[src/rtl/bit_splitter_sipo_if.sv]
// Bus bundle for bit_splitter_sipo: serial bit input, frame control and per-lane word handshake.
// The master side drives the stream and acks; the slave side is the splitter.
interface bit_splitter_sipo_if #(
  parameter int CHANNELS = 2,
  parameter int WIDTH    = 4
);
  localparam int IDX_W = (CHANNELS > 1) ? $clog2(CHANNELS) : 1;

  logic                      bit_in;
  logic                      bit_valid;
  logic                      sync;
  logic                      msb_first;
  logic [CHANNELS-1:0]       word_ack;
  logic [CHANNELS*WIDTH-1:0] word_out;
  logic [CHANNELS-1:0]       word_valid;
  logic [CHANNELS-1:0]       overrun;
  logic [IDX_W-1:0]          ch_idx;

  modport master (
    output bit_in,
    output bit_valid,
    output sync,
    output msb_first,
    output word_ack,
    input  word_out,
    input  word_valid,
    input  overrun,
    input  ch_idx
  );

  modport slave (
    input  bit_in,
    input  bit_valid,
    input  sync,
    input  msb_first,
    input  word_ack,
    output word_out,
    output word_valid,
    output overrun,
    output ch_idx
  );
endinterface

[src/rtl/bit_splitter_sipo.sv]
// Round-robin serial-to-parallel splitter: deals a bit stream across CHANNELS lanes,
// each lane assembling WIDTH-bit words presented with a valid/ack handshake and sticky overrun.
module bit_splitter_sipo #(
  parameter int CHANNELS = 2,
  parameter int WIDTH    = 4
) (
  input logic               clk,
  input logic               reset,
  bit_splitter_sipo_if.slave bus
);
  localparam int IDX_W = (CHANNELS > 1) ? $clog2(CHANNELS) : 1;
  localparam int CNT_W = $clog2(WIDTH);
  localparam logic [IDX_W-1:0] LAST_CH  = IDX_W'(CHANNELS - 1);
  localparam logic [CNT_W-1:0] LAST_CNT = CNT_W'(WIDTH - 1);

  logic                      mode_q;
  logic                      mode_eff;
  logic [IDX_W-1:0]          ch_idx_q;
  logic [IDX_W-1:0]          ch_idx_nxt;
  logic [IDX_W-1:0]          tgt;
  logic [CHANNELS*WIDTH-1:0] word_flat;
  logic [CHANNELS-1:0]       valid_flat;
  logic [CHANNELS-1:0]       ovr_flat;

  // A sync on the same edge as a bit makes that bit land in lane 0 under the new mode.
  always_comb begin
    tgt      = bus.sync ? '0 : ch_idx_q;
    mode_eff = bus.sync ? bus.msb_first : mode_q;
    if (!bus.bit_valid) begin
      ch_idx_nxt = tgt;
    end else if (tgt == LAST_CH) begin
      ch_idx_nxt = '0;
    end else begin
      ch_idx_nxt = tgt + IDX_W'(1);
    end
  end

  always_ff @(posedge clk or negedge reset) begin
    if (!reset) begin
      mode_q   <= 1'b0;
      ch_idx_q <= '0;
    end else begin
      if (bus.sync) begin
        mode_q <= bus.msb_first;
      end
      ch_idx_q <= ch_idx_nxt;
    end
  end

  for (genvar k = 0; k < CHANNELS; k++) begin : g_lane
    logic [CNT_W-1:0] cnt_q;
    logic [CNT_W-1:0] base_cnt;
    logic [WIDTH-1:0] sr_q;
    logic [WIDTH-1:0] base_sr;
    logic [WIDTH-1:0] shifted;
    logic [WIDTH-1:0] word_q;
    logic             valid_q;
    logic             ovr_q;
    logic             hit;
    logic             done;
    logic             ack;

    // The completing bit is folded in combinationally so the word is published on its own edge.
    always_comb begin
      base_cnt = bus.sync ? '0 : cnt_q;
      base_sr  = bus.sync ? '0 : sr_q;
      hit      = bus.bit_valid && (tgt == IDX_W'(k));
      done     = hit && (base_cnt == LAST_CNT);
      ack      = bus.word_ack[k];
      if (mode_eff) begin
        shifted = {base_sr[WIDTH-2:0], bus.bit_in};
      end else begin
        shifted = {bus.bit_in, base_sr[WIDTH-1:1]};
      end
    end

    always_ff @(posedge clk or negedge reset) begin
      if (!reset) begin
        cnt_q   <= '0;
        sr_q    <= '0;
        word_q  <= '0;
        valid_q <= 1'b0;
        ovr_q   <= 1'b0;
      end else begin
        if (hit) begin
          sr_q  <= shifted;
          cnt_q <= done ? '0 : base_cnt + CNT_W'(1);
        end else if (bus.sync) begin
          sr_q  <= '0;
          cnt_q <= '0;
        end
        // A same-edge ack consumes the old word, so only an unacked overwrite is an overrun.
        if (done) begin
          word_q  <= shifted;
          valid_q <= 1'b1;
          if (valid_q && !ack) begin
            ovr_q <= 1'b1;
          end
        end else if (ack) begin
          valid_q <= 1'b0;
        end
      end
    end

    assign word_flat[k*WIDTH +: WIDTH] = word_q;
    assign valid_flat[k]               = valid_q;
    assign ovr_flat[k]                 = ovr_q;
  end

  assign bus.word_out   = word_flat;
  assign bus.word_valid = valid_flat;
  assign bus.overrun    = ovr_flat;
  assign bus.ch_idx     = ch_idx_q;
endmodule

[src/flat_wrapper.sv]
// flat-port wrapper written by rule: the top's interface ports become plain ports
module bit_splitter_sipo_flat 
#(
  parameter int CHANNELS = 2,
  parameter int WIDTH    = 4
)
  (clk, reset, bus_bit_in, bus_bit_valid, bus_sync, bus_msb_first, bus_word_ack, bus_word_out, bus_word_valid, bus_overrun, bus_ch_idx);
  bit_splitter_sipo_if #(.CHANNELS(CHANNELS), .WIDTH(WIDTH)) bus_i ();
  input logic clk;
  input logic reset;
  input wire logic [$bits(bus_i.bit_in)-1:0] bus_bit_in;
  input wire logic [$bits(bus_i.bit_valid)-1:0] bus_bit_valid;
  input wire logic [$bits(bus_i.sync)-1:0] bus_sync;
  input wire logic [$bits(bus_i.msb_first)-1:0] bus_msb_first;
  input wire logic [$bits(bus_i.word_ack)-1:0] bus_word_ack;
  output wire logic [$bits(bus_i.word_out)-1:0] bus_word_out;
  output wire logic [$bits(bus_i.word_valid)-1:0] bus_word_valid;
  output wire logic [$bits(bus_i.overrun)-1:0] bus_overrun;
  output wire logic [$bits(bus_i.ch_idx)-1:0] bus_ch_idx;
  assign bus_i.bit_in = bus_bit_in;
  assign bus_i.bit_valid = bus_bit_valid;
  assign bus_i.sync = bus_sync;
  assign bus_i.msb_first = bus_msb_first;
  assign bus_i.word_ack = bus_word_ack;
  assign bus_word_out = bus_i.word_out;
  assign bus_word_valid = bus_i.word_valid;
  assign bus_overrun = bus_i.overrun;
  assign bus_ch_idx = bus_i.ch_idx;
  bit_splitter_sipo #(.CHANNELS(CHANNELS), .WIDTH(WIDTH)) u_core (.clk(clk), .reset(reset), .bus(bus_i));
endmodule
[config.mk]
export PLATFORM = sky130hd
export DESIGN_NAME = bit_splitter_sipo_flat
export DESIGN_NICKNAME = d
export VERILOG_FILES = /design/src/rtl/bit_splitter_sipo_if.sv /design/src/rtl/bit_splitter_sipo.sv /design/src/flat_wrapper.sv
export SDC_FILE = /design/constraint.sdc
export NUM_CORES = 1
export LEC_CHECK = 0
export CAP_MARGIN = 10
export CORE_ASPECT_RATIO = 2
export CORE_MARGIN = 4
export CORE_UTILIZATION = 40
export CTS_CLUSTER_SIZE = 12
export DETAILED_ROUTE_END_ITERATION = 7
export SYNTH_ARGS = -nofsm -noshare
export SYNTH_HDL_FRONTEND = slang
export SYNTH_SLANG_ARGS = --single-unit
export TNS_END_PERCENT = 1
[constraint.sdc]
create_clock -name clk -period 1.75 [get_ports clk]
set_input_delay 0.2625 -clock clk [delete_from_list [all_inputs] [get_ports clk]]
set_output_delay 0.2625 -clock clk [all_outputs]
set_load 0.005 [all_outputs]
==> impl_metrics.ini, run 1 <==
[placed_design]
dpl_cell_area_um2 = 1520
portBuffers = 20
gp_congestion = 0.749
dp.final_hpwl_um = 1910

[synth]
syn_avg_cell_area_um2 = 11.2
synth_seq_area_share_pct = 51.0
ys_types = 25
syn_inst = 114
synthesis.area_um2 = 1270
yosysWarnings = 0
yosysTopAreaCell = dfrtp_1
synth_top_area_share_pct = 51.0
syn_nets = 126
synth_area_leaders = dfrtp_1 51%, mux2i_1 7.1%, mux2_2 5.3%
synth_seq_cells = 26

[status]
run_status = finished clean

[worst_setup_path]
crit_path_start_kind = input port
max_stage_delay_ns = 0.45
path_cells = clkdlybuf4s50_1, buf_4, nor2b_1, ha_1, nand2_2, o31ai_1
worstSetupEndpointType = flip-flop
crit_arrival_ns = 1.70
crit_type = in -> reg
crit_required_ns = 1.93
cp_max_fo = 11
cp_slowest_cell = clkdlybuf4s50_1

[sta]
hold_violations = 0
finalCritPeriodShare_pct = 86.9
skew_ns = 0.00782
rsz0062_at_grt = no
fin_setup_tns_ns = 0
setup-violations-final = 0
max_slew.worst_pin.slew_ns = 0.427
max_slew_margin_pct = 71.5
whs_ns = 0.343
fmax_mhz = 657
drv_slew = 0
period_needed_ns = 1.52

[detailed_routing]
detail-route-antenna-nets = 0
vias = 889
detail_route.iter0.violations = 14
wl_per_cell_um = 14.5
dr.pass1.iters = 4
wl_um = 2460
via_per_inst = 5.26
route.detailed.drc = 0

[power_and_ir_drop]
ir_drop_v = 0.000588
finalPower_w = 0.00124
cellLeakagePower_nw = 0.743
powerDensity_nw_per_um2 = 792

[die]
initial_core_util_pct = 42.3
fp-row-count = 28
die_width_um = 47.9
die_h_um = 87.8
die_area_um2 = 4210
core_um2 = 3010
io_pins = 21

[layout]
nNetsFinal = 153
drive_above_1_share_pct = 17.3
syn_to_final_growth_pct = 22.7
fill_cells = 294
final_common_cell = dfrtp_1
n_antenna_cell = 0
post-route-util_pct = 51.9
multi_input_area_um2 = 533
design_area_um2 = 1560
regArea_um2 = 651
final_cell_mix = 26 x dfrtp_1, 20 x clkdlybuf4s50_1, 13 x nand2_1, 12 x buf_4, 9 x mux2i_1

[grt]
antenna_found_initial = 0
grt_pass1_wl_um = 4100
grt_usage_pct = 13.9
grt_pass1_vias = 914
grt-ovfl-total = 0
grt_max_degree = 27

[clock_network]
cts.sink_count = 26
cts_tree = yes
clk_latency_ns = 0.28
cts_root_buffer = clkbuf_8
ctsHoldBuffers = 0
clockBufferDepth = 2
htreeDepth = 1
post_cts_buffers = 0
clkTransAtPathRegs_ns = 0.09
cts_resized = 0
numCtsBuffers = 3

[worst_hold_path]
hold_class = in -> async

[run]
max-cap-violations = 0
## cell families (layout without fill, tap and decap cells)
group	count (synthesis)	count (layout)	synth area share [%]
AOI/OAI and AO/OA	22	22	12.7
xor gates and xnor gates	2	2	1.37
adders and majority gates	4	4	3.93
buffers and inverters	13	38	7.16
DFF	26	26	51.0
muxes	15	15	12.4
and+or+nand+nor	32	32	11.5
## sequential cells by signal, indices dropped and copies added (netlist names)
| name | cells |
|---|---|
| u_core.g_lane.sr_q | 8 |
| u_core.g_lane.word_q | 8 |
| u_core.g_lane.cnt_q | 4 |
| u_core.g_lane.ovr_q | 2 |
| u_core.g_lane.valid_q | 2 |
| u_core.bus.ch_idx | 1 |
| u_core.mode_q | 1 |
## cells in the mapped netlist (all sizes together)
cell type / n
dfrtp: 26
nand2: 14
buf: 9
mux2i: 9
nor2: 8
o21ai: 7
mux2: 6
nor2b: 5
a211o: 4
a211oi: 4
ha: 4
nand2b: 4
o31ai: 4
inv: 3
o21bai: 2
clkbuf: 1
nand3: 1
o2bb2ai: 1
xnor2: 1
xor2: 1
## metal layers
layer,up-vias,GRT usage (%),share of wire (%)
met1,422,15.4,37
met2,24,23.6,56
met5,-,0,0
met3,5,2.26,5.0
li1,438,-,-
met4,0,7.35,2.6
## metrics by stage
step / setup slack [ns] / instances
after floorplan: 0.186 / 114
after global routing: 0.0896 / 169
final: 0.229 / 169
after detailed placement: -0.0811 / 166
after CTS: 0.198 / 169
after global placement: -0.0134 / 166
## final cells by class
class / count / area share (%)
well taps: 30 / 2.40
repair buffers: 32 / 18.6
inverters: 3 / 0.720
clock buffers: 3 / 2.64
flip-flops and latches: 26 / 41.6
multi-input cells: 75 / 34.1
## worst max-delay path: cells and delay by family
kind | cells | cell delay, ns
buffers and inverters | 2 | 0.64
and+or+nand+nor | 2 | 0.33
adders and majority gates | 1 | 0.22
AOI/OAI and AO/OA | 1 | 0.24
## worst paths after layout
check                           slack [ns]  cells after the start                  startpoint                    endpoint
worst max-delay path                  0.23                      6                    bus_sync  u_core.g_lane[0].word_q[1]
worst min-delay path                  0.34                      2                       reset  u_core.g_lane[1].word_q[2]
worst max register to register        0.38                      3               u_core.mode_q  u_core.g_lane[1].word_q[0]
worst min register to register        0.48                      2  u_core.g_lane[1].word_q[1]  u_core.g_lane[1].word_q[1]
max in group asynchronous             1.15                      2                       reset    u_core.g_lane[0].sr_q[1]
min in group clk                      0.48                      2  u_core.g_lane[1].word_q[1]  u_core.g_lane[1].word_q[1]
## power by group
part	internal [W]	switching [W]	leakage [nW]
Clock	0.000155	0.000183	0.0216
Sequential	0.000646	0.0000295	0.349
Combinational	0.000123	0.000103	0.372
No activity file was read; power rests on OpenSTA's default activity.
==> run 2: changes to the inputs <==
--- a/config.mk
+++ b/config.mk
@@ -5,6 +5,7 @@
 export SDC_FILE = /design/constraint.sdc
 export NUM_CORES = 1
 export LEC_CHECK = 0
+export ABC_AREA = 1
 export CAP_MARGIN = 10
 export CORE_ASPECT_RATIO = 2
 export CORE_MARGIN = 4
==> run 2 against run 1 <==
Effect of this change: clock skew is 0.0065 ns lower; setup slack improved by 0.0068 ns; via count rose by 13%; count of clock-buffer cells in the layout did not move; maximum frequency rose by 0.45%; clock power is 4% lower; wire length shrank 0.24%; critical path depth increased by 3; sequential power fell by 2%; first-iteration DRC count increased by 110%; critical path type unchanged.
==> impl_metrics.ini, run 2 <==
[synth]
synth_top_area_share_pct = 51.6
yosysTopAreaCell = dfrtp_1
syn_inst = 153
synth_area_leaders = dfrtp_1 52%, nand2_1 20%, inv_1 5.7%
synthesis.area_um2 = 1260
yosysMostFrequentCell = nand2_1
syn_nets = 165
synth-main-ff-cell = dfrtp_1
netlist_top_cells_count = 66 x nand2_1, 26 x dfrtp_1, 19 x inv_1, 11 x nand3_1
synth_edf_count = 0
synth_seq_area_share_pct = 51.6
yosysWarnings = 0
ys_types = 19
synth_seq_cells = 26
syn_avg_cell_area_um2 = 8.24
async_flop_share_pct = 100

[layout]
top_regs = u_core.g_lane.sr_q: 8 flops, u_core.g_lane.word_q: 8 flops, u_core.g_lane.cnt_q: 4 flops
final_common_cell = nand2_1
n_antenna_cell = 0
final_cell_mix = 66 x nand2_1, 26 x dfrtp_1, 20 x clkdlybuf4s50_1, 19 x inv_1, 11 x nand3_1
post-route-util_pct = 51.8
fin_cells = 207
nNetsFinal = 191
drive_above_1_share_pct = 9.60
multi_input_area_um2 = 465
syn_to_final_growth_pct = 22.3
fill_cells = 292
regArea_um2 = 651

[sta]
drv_slew = 0
hold_violations = 0
finalCritPeriodShare_pct = 86.5
max_slew_margin_pct = 77.8
skew_ns = 0.00127
fin_setup_tns_ns = 0
setup-violations-final = 0
period_needed_ns = 1.51
fmax_mhz = 660
rsz0062_at_grt = no
max_slew.worst_pin.slew_ns = 0.332

[die]
fp-row-count = 28
core_um2 = 2980
initial_core_util_pct = 42.3
die_area_um2 = 4170
io_pins = 21
die_h_um = 87.4
die_width_um = 47.7

[worst_setup_path]
crit_type = in -> reg
critPathLaunch = bus_sync
crit_arrival_ns = 1.70
timing.rr.start = u_core.bus.ch_idx
max_stage_delay_ns = 0.43
path_buf_inv = 4
crit_required_ns = 1.94
cp_slowest_cell = clkdlybuf4s50_1
path_cells = clkdlybuf4s50_1, inv_2, nand2_1, inv_1, ha_1, nand2_1, inv_2, nor2_1, a31oi_1
crit_path_start_kind = input port
cp_max_fo = 7
worstSetupEndpointType = flip-flop
cp_top_family = buffers and inverters

[detailed_routing]
dr.pass1.iters = 4
via_per_inst = 4.86
wl_per_cell_um = 11.8
detail-route-antenna-nets = 0
wl_um = 2450
detail_route.iter0.violations = 30
vias = 1005
route.detailed.drc = 0

[grt]
grt_util_met3_pct = 2.48
grt_usage_pct = 14.0
grt_max_degree = 27
grtUsageMet2_pct = 24.4
grt_pass1_wl_um = 4310
grt-ovfl-total = 0
busiest_layer = met2
antenna_found_initial = 0
grt_use_met1_pct = 16.0
grt_pass1_vias = 1048

[worst_hold_path]
hold_class = in -> async

[clock_network]
numCtsBuffers = 3
ctsHoldBuffers = 0
cts_tree = yes
clk_latency_ns = 0.26
cts.sink_count = 26
cts_resized = 0
clkTransAtPathRegs_ns = 0.08
post_cts_buffers = 0
cts_root_buffer = clkbuf_8
htreeDepth = 1
clockBufferDepth = 2

[placed_design]
gp_congestion = 0.830
dpl.cell_count = 204
dp.final_hpwl_um = 1860
portBuffers = 20

[power_and_ir_drop]
finalPower_w = 0.00117
powerDensity_nw_per_um2 = 756
ir_drop_v = 0.000429
cellLeakagePower_nw = 0.869

[run]
max-cap-violations = 0

[status]
run_status = finished clean
-- run 2: area by class of cell --
cell class | count | area share (%)
clock buffers | 3 | 2.68
inverters | 21 | 5.11
multi-input cells | 98 | 30.2
flip-flops and latches | 26 | 42.2
well taps | 30 | 2.44
repair buffers | 29 | 17.4
-- run 2: metal layers --
metal,part of all wire [%],vias up,routed length [um]
met2,55,18,1340
li1,-,507,-
met1,40,478,992
met3,3.7,2,90
met4,1.1,0,27
met5,0,-,0
-- run 2: stage by stage --
| step | instance area, um^2 | worst slack [ns] | hold slack (ns) |
|---|---|---|---|
| 2_1_floorplan | 1260 | 0.409 | -0.0331 |
| 3_3_place_gp | 1500 | 0.0360 | 0.448 |
| 3_5_place_dp | 1500 | -0.0492 | 0.464 |
| 4_1_cts | 1540 | 0.232 | 0.380 |
| 5_1_grt | 1540 | 0.0969 | 0.397 |
| 6_report | 1540 | 0.236 | 0.370 |
-- run 2: where the power goes --
part           internal [W]  switching, W
logic             0.0000857     0.0000936
clock network      0.000154      0.000169
registers          0.000639     0.0000239
-- run 2: cell families after synthesis --
logic type | share of synthesized area (%)
flip-flops | 51.6
XOR/XNOR | 1.99
AO/OA/AOI/OAI | 3.77
AND/OR/NAND/NOR | 27.2
buffers and inverters | 11.4
adder cells (fa/ha/maj) | 3.97
-- run 2: worst paths after layout --
check,end,slack (ns),cells after the start
min,u_core.g_lane[1].cnt_q[0],0.37,2
max in group asynchronous,u_core.g_lane[1].sr_q[1],1.13,2
min in group clk,u_core.g_lane[1].word_q[1],0.48,2
max,u_core.g_lane[1].word_q[2],0.24,9
max reg2reg,u_core.g_lane[1].word_q[2],0.45,7
min reg2reg,u_core.g_lane[1].word_q[1],0.48,2
-- run 2: worst reg2reg max path, cell delays in order (launching register included) --
cell and delay (ns):
dfrtp_1 0.39, nand2_1 0.09, inv_1 0.05, ha_1 0.21, nand2_1 0.22, inv_2 0.09, nor2_1 0.09, a31oi_1 0.04
==> run 3: changes to the inputs <==
--- a/config.mk
+++ b/config.mk
@@ -5,12 +5,11 @@
 export SDC_FILE = /design/constraint.sdc
 export NUM_CORES = 1
 export LEC_CHECK = 0
-export ABC_AREA = 1
 export CAP_MARGIN = 10
 export CORE_ASPECT_RATIO = 2
 export CORE_MARGIN = 4
 export CORE_UTILIZATION = 40
-export CTS_CLUSTER_SIZE = 12
+export CTS_CLUSTER_SIZE = 8
 export DETAILED_ROUTE_END_ITERATION = 7
 export SYNTH_ARGS = -nofsm -noshare
 export SYNTH_HDL_FRONTEND = slang
==> results of run 3 <==
Same layout as run 1: the final DEF is identical, and so are final timing and power.
==> edit, RTL diff (config.mk and constraints of run 2) <==
`WIDTH` is set to 4 in 3 places; all go to 8.
--- a/src/rtl/bit_splitter_sipo_if.sv
+++ b/src/rtl/bit_splitter_sipo_if.sv
@@ -2,7 +2,7 @@
 // The master side drives the stream and acks; the slave side is the splitter.
 interface bit_splitter_sipo_if #(
   parameter int CHANNELS = 2,
-  parameter int WIDTH    = 4
+  parameter int WIDTH    = 8
 );
   localparam int IDX_W = (CHANNELS > 1) ? $clog2(CHANNELS) : 1;
 
--- a/src/rtl/bit_splitter_sipo.sv
+++ b/src/rtl/bit_splitter_sipo.sv
@@ -2,7 +2,7 @@
 // each lane assembling WIDTH-bit words presented with a valid/ack handshake and sticky overrun.
 module bit_splitter_sipo #(
   parameter int CHANNELS = 2,
-  parameter int WIDTH    = 4
+  parameter int WIDTH    = 8
 ) (
   input logic               clk,
   input logic               reset,
--- a/src/flat_wrapper.sv
+++ b/src/flat_wrapper.sv
@@ -2,7 +2,7 @@
 module bit_splitter_sipo_flat 
 #(
   parameter int CHANNELS = 2,
-  parameter int WIDTH    = 4
+  parameter int WIDTH    = 8
 )
   (clk, reset, bus_bit_in, bus_bit_valid, bus_sync, bus_msb_first, bus_word_ack, bus_word_out, bus_word_valid, bus_overrun, bus_ch_idx);
   bit_splitter_sipo_if #(.CHANNELS(CHANNELS), .WIDTH(WIDTH)) bus_i ();
Interface: changed (resized bus_word_out); port bits go from 21 to 29. No check against the original RTL was run, so the function may have changed too.
==> edit against run 2 <==
Count of clock-buffer cells in the layout rose by 3; final area is 70% higher; routed wire length is 78% higher; critical path depth up 1; worst hold slack gained 0.030 ns; synthesized area is 71% higher; total power up 64%; clock skew up 0.0020 ns; worst setup slack worse by 0.062 ns; combinational power up 14%; sequential cell count up 18; largest cell class unchanged.
==> edit: results (changes against run 2) <==
Run status
  – Status: finished clean (unchanged)

Power and ir drop
  – Switch share: 0.248 (was 0.246)
  – Switch Pwr: 474 uW (was 287 uW)
  – Leakage: 0.00144 uW (was 0.000869 uW)
  – Max VDD drop: 508 uV (was 429 uV)
  – Reg power frac: 0.553 (was 0.569)

Cells and area
  – ClkCell Share: 0.0353 (was 0.0268)
  – Top Registers: u_core.g_lane.sr_q (16), u_core.g_lane.word_q (16), u_core.g_lane.cnt_q (6) (was u_core.g_lane.sr_q (8), u_core.g_lane.word_q (8), u_core.g_lane.cnt_q (4))
  – Inverters: 29 (was 21)
  – Non-clk buf share: 0.157 (was 0.174)
  – Non-clock buffer total of the final layout: 44 (was 29)
  – Sequential cell area share: 0.420 (was 0.422)
  – NumNets Final: 321 (was 191)
  – Fraction of layout cells with a size suffix above 1: 0.117 (was 0.0960)
  – Clock buffers: 6 (was 3)
  – Multi-input logic area: 836 um2 (was 465 um2)
  – Layout fillers: 509 (was 292)
  – Multi-Input Combinational: 183 (was 98)

Route
  – DRT Wirelength: 4.37 mm (was 2.45 mm)
  – Drc violations: 0 (unchanged)
  – Initial DRC count: 44 (was 30)
  – Via count: 1707 (was 1005)

Global routing
  – Vias in the first global route: 1778 (was 1048)
  – Largest net degree at the start of global routing: 22 (was 27)
  – GR Util All Layers: 0.154 (was 0.140)
  – First-pass GRT wire length: 7.96 mm (was 4.31 mm)

Timing
  – Final clock skew: 0.00327 ns (was 0.00127 ns)
  – Rel. slew slack: 0.718 (was 0.778)
  – Hold WS: 0.400 ns (was 0.370 ns)

Clock tree
  – Clock Latency Late Sink: 0.29 ns (was 0.26 ns)
  – CTS buffer count: 5 (was 3)
  – CTS H-tree depth: 2 (was 1)

Worst setup path
  – Worst Path Arrival: 1.77 ns (was 1.70 ns)
  – Reg2reg end: u_core.g_lane[0].word_q[3] (was u_core.g_lane[1].word_q[2])
  – Critical Path Max Stage Delay: 0.50 ns (was 0.43 ns)
  – Worst path top cell family by delay: buffers and inverters (unchanged)
  – Worst-path fanout max: 8 (was 7)
  – CP startpoint: bus_sync (unchanged)
  – R2R Path Start: u_core.g_lane[0].cnt_q[0] (was u_core.bus.ch_idx)
  – R2r worst-path depth: 8 (was 7)
  – Reg-to-reg setup timing slack: 0.35 ns (was 0.45 ns)

Yosys
  – Share of the yosys chip area belonging to registers: 0.512 (was 0.516)
  – Top cells by count, synth: nand2_1 (131), dfrtp_1 (44), inv_1 (26), nand3_1 (15), nor2_1 (9) (was nand2_1 (66), dfrtp_1 (26), inv_1 (19), nand3_1 (11))
  – Syn_nets: 284 (was 165)
  – Leading post-synthesis cells by cell area: dfrtp_1 (51%), nand2_1 (23%), inv_1 (4.5%) (was dfrtp_1 (52%), nand2_1 (20%), inv_1 (5.7%))
  – Synth unique cells: 20 (was 19)

Placement
  – RePlAce Congestion: 0.760 (was 0.830)
  – Dpl cell area: 2520 um2 (was 1500 um2)
  – DPL Wire Length: 3.33 mm (was 1.86 mm)

Die
  – CORE AREA: 5180 um2 (was 2980 um2)
[edit: changes by cell type after synthesis, moves of 4 or more]
cell	change
buf_2	+6
dfrtp_1	+18
inv_1	+7
nand2_1	+65
nand3_1	+4
nor2_1	+4
o21ai_2	+6
[edit: how the worst max path moves through the flow]
stage | to | slack (ns) | cells past startpoint
after floorplan | u_core.g_lane[0].valid_q | 0.33 | 9
after global placement | u_core.g_lane[0].word_q[2] | -0.11 | 10
after detailed placement | u_core.g_lane[0].word_q[7] | -0.16 | 10
after CTS | u_core.g_lane[0].word_q[7] | 0.16 | 10
after global routing | u_core.g_lane[1].cnt_q[1] | 0.03 | 10
final | u_core.g_lane[0].word_q[3] | 0.17 | 10
[edit: metrics by stage]
stage | cells | utilization | setup WS [ns]
3_3_place_gp | 357 | 0.486 | -0.114
2_1_floorplan | 270 | - | 0.326
4_1_cts | 366 | 0.506 | 0.162
3_5_place_dp | 357 | 0.486 | -0.163
6_report | 366 | 0.506 | 0.174
5_1_grt | 366 | 0.506 | 0.0329
[edit: metal layers]
metal,vias up,routed length (um),GRT usage
met3,6,144,0.0278
li1,887,-,-
met4,0,82,0.0636
met2,24,2440,0.278
met1,790,1700,0.168
met5,-,0,0
[edit: logic make-up after synthesis]
kind of cell | count (synthesis) | share of synthesized area
xor gates and xnor gates | 2 | 0.00815
AOI/OAI and AO/OA | 15 | 0.0477
DFF | 44 | 0.512
and+or+nand+nor | 160 | 0.298
buffers and inverters | 43 | 0.0995
adders and majority gates | 6 | 0.0349
[edit: worst register-to-register path: stages (launching register included)]
cell and delay, ns:
dfrtp_1 0.37, nand2_1 0.10, inv_1 0.05, ha_1 0.19
ha_1 0.19, nand2_1 0.11, inv_1 0.14, nand2_1 0.10
nand2_1 0.05
